--- src/rtl/ssd_scan_ctrl.sv ---
// Multiplexed common-anode seven-segment scanner with frame-aligned double
// buffering, per-digit blank/dp and PWM brightness within each digit slot.
module ssd_scan_ctrl #(
  parameter int unsigned DIGITS = 4,
  parameter int unsigned DIV    = 50000
) (
  input  logic                  x1,
  input  logic                  rst,
  input  logic [4*DIGITS-1:0]   value,
  input  logic [DIGITS-1:0]     dp,
  input  logic [DIGITS-1:0]     blank,
  input  logic                  load,
  input  logic [3:0]            bright,
  output logic [DIGITS-1:0]     anodes,
  output logic [7:0]            SSD,
  output logic                  pending,
  output logic                  frame_tick
);

  localparam int unsigned CW = $clog2(DIV);
  localparam int unsigned IW = (DIGITS > 1) ? $clog2(DIGITS) : 1;
  localparam int unsigned TW = $clog2(17 * DIV) + 1;
  localparam int unsigned VW = 4 * DIGITS;

  logic [CW-1:0]     cnt_q, cnt_d;
  logic [IW-1:0]     idx_q, idx_d;
  logic [VW-1:0]     pend_val_q, pend_val_d, sh_val_q, sh_val_d;
  logic [DIGITS-1:0] pend_dp_q, pend_dp_d, sh_dp_q, sh_dp_d;
  logic [DIGITS-1:0] pend_blank_q, pend_blank_d, sh_blank_q, sh_blank_d;
  logic              pending_q, pending_d;
  logic [DIGITS-1:0] anodes_q, anodes_d;
  logic [7:0]        ssd_q, ssd_d;
  logic              tick_q, tick_d;

  logic              last_cnt_c, fb_c, copy_c, lit_c, dp_sel_c, blank_sel_c;
  logic [3:0]        nib_c;
  logic [TW-1:0]     thr_c;

  function automatic logic [6:0] hex7(input logic [3:0] n);
    case (n)
      4'h0: hex7 = 7'h40;  4'h1: hex7 = 7'h79;  4'h2: hex7 = 7'h24;  4'h3: hex7 = 7'h30;
      4'h4: hex7 = 7'h19;  4'h5: hex7 = 7'h12;  4'h6: hex7 = 7'h02;  4'h7: hex7 = 7'h78;
      4'h8: hex7 = 7'h00;  4'h9: hex7 = 7'h10;  4'hA: hex7 = 7'h08;  4'hB: hex7 = 7'h03;
      4'hC: hex7 = 7'h46;  4'hD: hex7 = 7'h21;  4'hE: hex7 = 7'h06;  default: hex7 = 7'h0E;
    endcase
  endfunction

  // Scan counters, buffer transfer and next registered display outputs
  always_comb begin
    last_cnt_c  = (cnt_q == CW'(DIV - 1));
    fb_c        = last_cnt_c && (idx_q == IW'(DIGITS - 1));
    copy_c      = fb_c && pending_q;
    cnt_d       = last_cnt_c ? '0 : cnt_q + CW'(1);
    idx_d       = idx_q;
    if (last_cnt_c) idx_d = (idx_q == IW'(DIGITS - 1)) ? '0 : idx_q + IW'(1);

    sh_val_d     = sh_val_q;
    sh_dp_d      = sh_dp_q;
    sh_blank_d   = sh_blank_q;
    pend_val_d   = pend_val_q;
    pend_dp_d    = pend_dp_q;
    pend_blank_d = pend_blank_q;
    pending_d    = pending_q;
    if (copy_c) begin
      sh_val_d   = pend_val_q;
      sh_dp_d    = pend_dp_q;
      sh_blank_d = pend_blank_q;
      pending_d  = 1'b0;
    end
    // A load in the boundary cycle lands after the copy has taken the old data
    if (load) begin
      pend_val_d   = value;
      pend_dp_d    = dp;
      pend_blank_d = blank;
      pending_d    = 1'b1;
    end
    tick_d = copy_c;

    nib_c       = 4'h0;
    dp_sel_c    = 1'b0;
    blank_sel_c = 1'b0;
    for (int i = 0; i < int'(DIGITS); i++) begin
      if (idx_q == IW'(i)) begin
        nib_c       = sh_val_q[4*i +: 4];
        dp_sel_c    = sh_dp_q[i];
        blank_sel_c = sh_blank_q[i];
      end
    end

    thr_c = TW'((TW'(bright) + TW'(1)) * TW'(DIV)) >> 4;
    lit_c = !blank_sel_c && (TW'(cnt_q) < thr_c);

    for (int i = 0; i < int'(DIGITS); i++) begin
      anodes_d[i] = !(lit_c && (idx_q == IW'(i)));
    end
    ssd_d = lit_c ? {~dp_sel_c, hex7(nib_c)} : 8'hFF;
  end

  always_ff @(posedge x1) begin
    if (rst) begin
      cnt_q        <= '0;
      idx_q        <= '0;
      pend_val_q   <= '0;
      pend_dp_q    <= '0;
      pend_blank_q <= '0;
      pending_q    <= 1'b0;
      sh_val_q     <= '0;
      sh_dp_q      <= '0;
      sh_blank_q   <= '0;
      anodes_q     <= '1;
      ssd_q        <= 8'hFF;
      tick_q       <= 1'b0;
    end else begin
      cnt_q        <= cnt_d;
      idx_q        <= idx_d;
      pend_val_q   <= pend_val_d;
      pend_dp_q    <= pend_dp_d;
      pend_blank_q <= pend_blank_d;
      pending_q    <= pending_d;
      sh_val_q     <= sh_val_d;
      sh_dp_q      <= sh_dp_d;
      sh_blank_q   <= sh_blank_d;
      anodes_q     <= anodes_d;
      ssd_q        <= ssd_d;
      tick_q       <= tick_d;
    end
  end

  assign anodes     = anodes_q;
  assign SSD        = ssd_q;
  assign pending    = pending_q;
  assign frame_tick = tick_q;

endmodule

--- config.mk ---
export PLATFORM = sky130hd
export DESIGN_NAME = ssd_scan_ctrl
export DESIGN_NICKNAME = d
export VERILOG_FILES = /design/src/rtl/ssd_scan_ctrl.sv
export SDC_FILE = /design/constraint.sdc
export NUM_CORES = 1
export LEC_CHECK = 0
export ABC_AREA = 1
export CAP_MARGIN = 20
export CORE_ASPECT_RATIO = 0.7
export CORE_MARGIN = 2
export CORE_UTILIZATION = 30
export DETAILED_ROUTE_END_ITERATION = 10
export MAX_ROUTING_LAYER = met4
export PLACE_DENSITY_LB_ADDON = 0.05
export SLEW_MARGIN = 20
export SYNTH_ARGS = -nofsm -noshare
export SYNTH_HDL_FRONTEND = slang
export SYNTH_SLANG_ARGS = --single-unit
--- constraint.sdc ---
create_clock -name x1 -period 7.1 [get_ports x1]
set_clock_uncertainty 0.1 [all_clocks]
set_input_delay 1.065 -clock x1 [delete_from_list [all_inputs] [get_ports x1]]
set_output_delay 1.065 -clock x1 [all_outputs]
set_load 0.1 [all_outputs]
# --- Yosys cells after proc, flatten, opt, wreduce, memory -nomap -nowiden ---
# Memories as Yosys holds them, arrays and structs flattened. A register that Yosys moved wholly into a read port is not among the register bits.
# Index checks and enable logic that the tools add are counted.
classes:
  magnitude_cmp: 1
  n_mux: 15
  reduce_logical: 16
  n_addsub: 3
  bitwise_logic: 2
  multipliers: 1
  n_eq_ne: 4
op_table:
  columns: ["op", "n"]
  rows:
  - ["< comparator 16 x 17 -> 1 bit", 1]
  - ["multiplier 5 x 12 -> 17 bit, second input constant", 1]
  - ["adder 16 x 1 -> 16 bit, second input constant", 1]
  - ["equality test 16 bit, second input constant", 1]
  - ["two-way mux 4 bit", 4]
  - ["two-way mux 1 bit", 10]
  - ["logical AND 1 bit", 7]
  - ["adder 4 x 1 -> 5 bit, second input constant", 1]
  - ["logical NOT 1 bit", 5]
  - ["equality test 2 bit, second input constant", 2]
  - ["OR reduction 2 bit", 2]
  - ["adder 2 x 1 -> 2 bit, second input constant", 1]
  - ["equality test 2 x 1 -> 1 bit, second input constant", 1]
  - ["logical NOT 2 bit", 1]
  - ["two-way mux 2 bit", 1]
  - ["NOT 1 bit", 2]
  - ["nonzero test 2 bit", 1]
word_totals:
  output_inout_bits: 14
  mem_count: 1
  regBits: 80
  inputBits: 31
  mem_bits_ro: 112
memory_table:
  columns: ["name", "depth", "word_bits", "read_ports", "rd_clocked_by_memory_dff", "write_ports", "line", "source"]
  rows:
  - ["(name not given)", 16, 7, 1, 1, 0, "40", "case (n)"]

# --- Depth between registers and ports, before layout ---
depth:
  ltp_word: 9
  depth_mapped: 28

# --- Worst setup path after synthesis ---
# No wires, ideal clock.
synth_path:
  kind: "input to register"
  from: "input bright[0]"
  to: "register anodes_q[3], in the netlist anodes[3]"
  setup_ns: 0.133
  t_arrival_ns: 4.646
  n_path_buf: 1
  slack_ns: 2.221
  path_stages: 26
  path_cell_list: "ha_1 xor2_1 ha_1 xnor2_1 ha_1 a21o_1 ha_1 ha_1 inv_1 o21bai_1 nand3_1 and3_1 o21ai_0 xor2_1 ha_1 inv_1 nor3_1 nor3_1 nand2_1 nand2_1 nand2_1 nand2_1 nand2_1 nand2_1 buf_4 nand3_1"
synth_between:
  elab_chain_len: 6
synth_rtl:
  columns: ["element", "line", "source"]
  rows:
  - ["from (decl)", "13", "input logic [3:0] bright,"]
  - ["adder 4 x 1 -> 5 bit", "90", "thr_c = TW'((TW'(bright) + TW'(1)) * TW'(DIV)) >> 4;"]
  - ["multiplier 5 x 12 -> 17 bit", "90", null]
  - ["< comparator 16 x 17 -> 1 bit", "91", "lit_c = !blank_sel_c && (TW'(cnt_q) < thr_c);"]
  - ["logical AND 1 bit", "91", null]
  - ["logical AND 1 bit", "94", "anodes_d[i] = !(lit_c && (idx_q == IW'(i)));"]
  - ["logical NOT 1 bit", "94", null]
  - ["to (signal assigned)", "123", "anodes_q <= anodes_d;"]
  - ["to (decl)", "31", "logic [DIGITS-1:0] anodes_q, anodes_d;"]
# Every way passes these cells.
# A chain may end at the register's enable or synchronous reset.

# --- Worst setup path after layout ---
layout_path:
  from: "input bright[0]"
  to: "register ssd_q[0], in the netlist SSD[0]"
layout_between:
  elab_chain_len: 6
layout_rtl:
  columns: ["element", "line", "source"]
  rows:
  - ["adder 4 x 1 -> 5 bit", "90", null]
  - ["multiplier 5 x 12 -> 17 bit", "90", null]
  - ["< comparator 16 x 17 -> 1 bit", "91", null]
  - ["logical AND 1 bit", "91", null]
  - ["NOT 1 bit (no source line)", null, null]
  - ["OR reduction 2 bit (no source line)", null, null]
  - ["to (decl)", "32", "logic [7:0] ssd_q, ssd_d;"]
# Every way passes these cells.

==> key figures <==
GRT
  – Largest net degree at the start of global routing: 52
  – Initial antenna violation count: 0
  – First-pass GRT wire length: 19100 microns
  – Global route overflow: 0
  – Vias in the first global route: 3681
  – Gr usage total: 14.9%

Worst setup path
  – Setup crit start: bright[0]
  – Critical Path Fanout Max: 12
  – R2r worst-path depth: 9
  – Arrival time worst endpoint: 5.91 ns
  – Critical Path Sink: SSD[0]
  – Flop-to-flop setup slack: 4.11 ns
  – Reg-to-Reg End: SSD[4]
  – Critical path class: in -> reg
  – WP data required: 7.19 ns
  – Crit. End Element: flip-flop
  – Worst Setup Start Kind: input port
  – Crit Reg-Reg Startpoint: idx_q[0]

Logic synthesis
  – Leading area contributor after synthesis: dfxtp_1
  – Synth unique cells: 40
  – Sequential-to-total area share from yosys stat: 34.5%
  – EDFF count, synth: 0
  – Main synth FF type: dfxtp_1
  – Mean Syn Cell Area: 7.57 sq um
  – #FFs+latches synth: 80
  – Synth area leaders: dfxtp_1 (35%), ha_1 (16%), nor2_1 (7.4%), nand2_1 (5.6%), a21oi_1 (5.5%)
  – Share of synthesized registers carrying an async set or reset: 0%
  – Mapped Cells: 613
  – Ys Warns: 0
  – Top-area cell type share of the netlist area: 34.5%
  – Synthesized cell area: 4640 sq um
  – Syn Nets: 703

Power and ir drop
  – Power Density: 214 nW/um^2
  – Leak Pwr: 2.46 nW
  – Max VDD drop: 0.000101 V

Clock tree
  – Num CTS Buffers: 9
  – CTS clock-pin slew for the worst setup and hold paths: 0.06 ns
  – Post_cts resized: 0
  – CTS H-tree depth: 3
  – Post-CTS Hold Buffers: 0
  – Largest buffer count on any clock path: 2
  – Post CTS Setup Buffer Count: 0
  – Cell at the root of the clock tree: clkbuf_16
  – TritonCTS clock tree: built
  – Clock Sinks: 80
  – Clk Latency, worst-skew pair: 0.34 ns

Timing
  – Max-slew violation count: 0
  – Worst-Margin Slew: 0.976 ns
  – Setup TNS: 0 ns
  – Fmax: 0.172 GHz
  – Tmin final: 5.82 ns
  – Hold_ws: 0.345 ns
  – Slew headroom: 34.7%
  – Setup ws final: 1.28 ns
  – Final worst path period share: 81.9%
  – Final Hold Fails: 0
  – Setup violations, final: 0
  – RSZ-0062 raised after global routing: no

Hold path
  – Worst hold path cell count: 2
  – Hold Path Class: reg -> reg

Run status
  – Outcome: finished clean

Layout
  – Share of cells above drive strength 1: 5.80%
  – ANT cells: 0
  – Area delta synth->final: 19.5%
  – Most common cell after layout, fill and taps aside: nor2_1
  – Most frequent cells in the layout: nor2_1 (91), dfxtp_1 (80), nand2_1 (69)
  – Net total in the final layout: 740

Run
  – Max_cap viols: 0

Floorplan
  – Die area: 16500 sq um
  – I/O Pins: 45
  – Initial Util: 31.1%
  – Die Height: 108 microns
  – Core Region: 14900 sq um
  – Num rows: 37
  – Die Wd: 153 microns

Placed design
  – Dpl hpwl: 8510 microns
  – IO buf count: 44
  – Final GP Congestion: 0.818
  – Post-place setup slack: 0.940 ns

Routing
  – WL final: 11200 microns
  – DR vias/cell: 4.73
  – Pre-antenna DRT Iters: 4
  – Antenna Nets Post-Route: 0
  – Drt drc: 0
  – Via count: 4017
  – DR iter-0 viols: 284
  – WL/cell: 13.1 microns
## area by class of cell
type / instances / area, sq um
clock buffers: 10 / 239
clock inverters: 6 / 73.8
fillers: 1577 / 9360
inverters: 67 / 251
multi-input cells: 445 / 2670
flip-flops and latches: 80 / 1600
well taps: 195 / 244
repair buffers: 47 / 463
## state kept, by name, summed over array words and instances (netlist names)
signal,count
cnt_q,16
pend_val_q,16
sh_val_q,16
SSD,8
anodes,4
pend_blank_q,4
pend_dp_q,4
sh_blank_q,4
sh_dp_q,4
idx_q,2
frame_tick,1
pending,1
## worst max-delay path, cell delays in order
cell,delay (ns)
clkdlybuf4s50_1,0.69
ha_1,0.25
xor2_1,0.40
ha_1,0.30
xnor2_1,0.09
ha_1,0.19
a21o_1,0.15
ha_1,0.27
ha_1,0.34
inv_1,0.08
o21bai_1,0.19
nand3_1,0.09
and3_1,0.17
o21ai_0,0.27
xor2_1,0.20
ha_1,0.25
inv_1,0.07
nor3_1,0.05
nor3_1,0.13
nand2_1,0.08
nand2_1,0.06
nand2_1,0.05
nand2_1,0.05
nand2_1,0.05
nand2_1,0.27
nand3_1,0.12
## worst min path at each step
stage	from	endpoint
final	sh_dp_q[1]	sh_dp_q[1]
after global routing	sh_val_q[2]	sh_val_q[2]
after CTS	sh_dp_q[1]	sh_dp_q[1]
after detailed placement	sh_dp_q[1]	sh_dp_q[1]
after global placement	sh_dp_q[1]	sh_dp_q[1]
after floorplan	sh_dp_q[1]	sh_dp_q[1]
## synth_stat cells (all sizes together), types with 5 or more instances
cell type / number
xnor2: 7
dfxtp: 80
nand2: 72
xor2: 12
inv: 67
a21oi: 51
nor4: 7
nor3b: 5
nand4: 6
buf: 10
o21ai: 70
nor2: 93
ha: 58
clkbuf: 11
nor3: 8
nand3: 36
## kinds of logic (layout without fill, tap and decap cells)
logic type	count (synthesis)	after routing	synth area share, %
xor+xnor	19	19	3.59
fa+ha+maj	59	59	16.1
flops	80	80	34.5
compound gates	133	133	15.3
buf+inv	88	130	7.90
simple gates	234	234	22.6
## power by group
group	switching [mW]	total (mW)	internal, mW
sequential	0.00982	0.472	0.462
clock	0.195	0.482	0.287
combinational	0.140	0.232	0.0921
total	0.345	1.19	0.841
## routing by layer
| metal | GRT usage, % | part of all wire, % |
|---|---|---|
| met1 | 23.6 | 60 |
| met2 | 18.3 | 36 |
| met3 | 3.25 | 3.3 |
| met4 | 3.57 | 0.64 |
| met5 | - | 0 |
## metrics by stage
step	power, mW	area, sq um	instances	util (%)
floorplan	0.647	4640	613	-
global placement	0.713	5230	834	35.1
detailed placement	0.714	5230	834	35.1
finish	1.19	5540	850	37.2
CTS	1.20	5540	850	37.2
global route	1.26	5540	850	37.2
(Power assumes the default switching activity.)
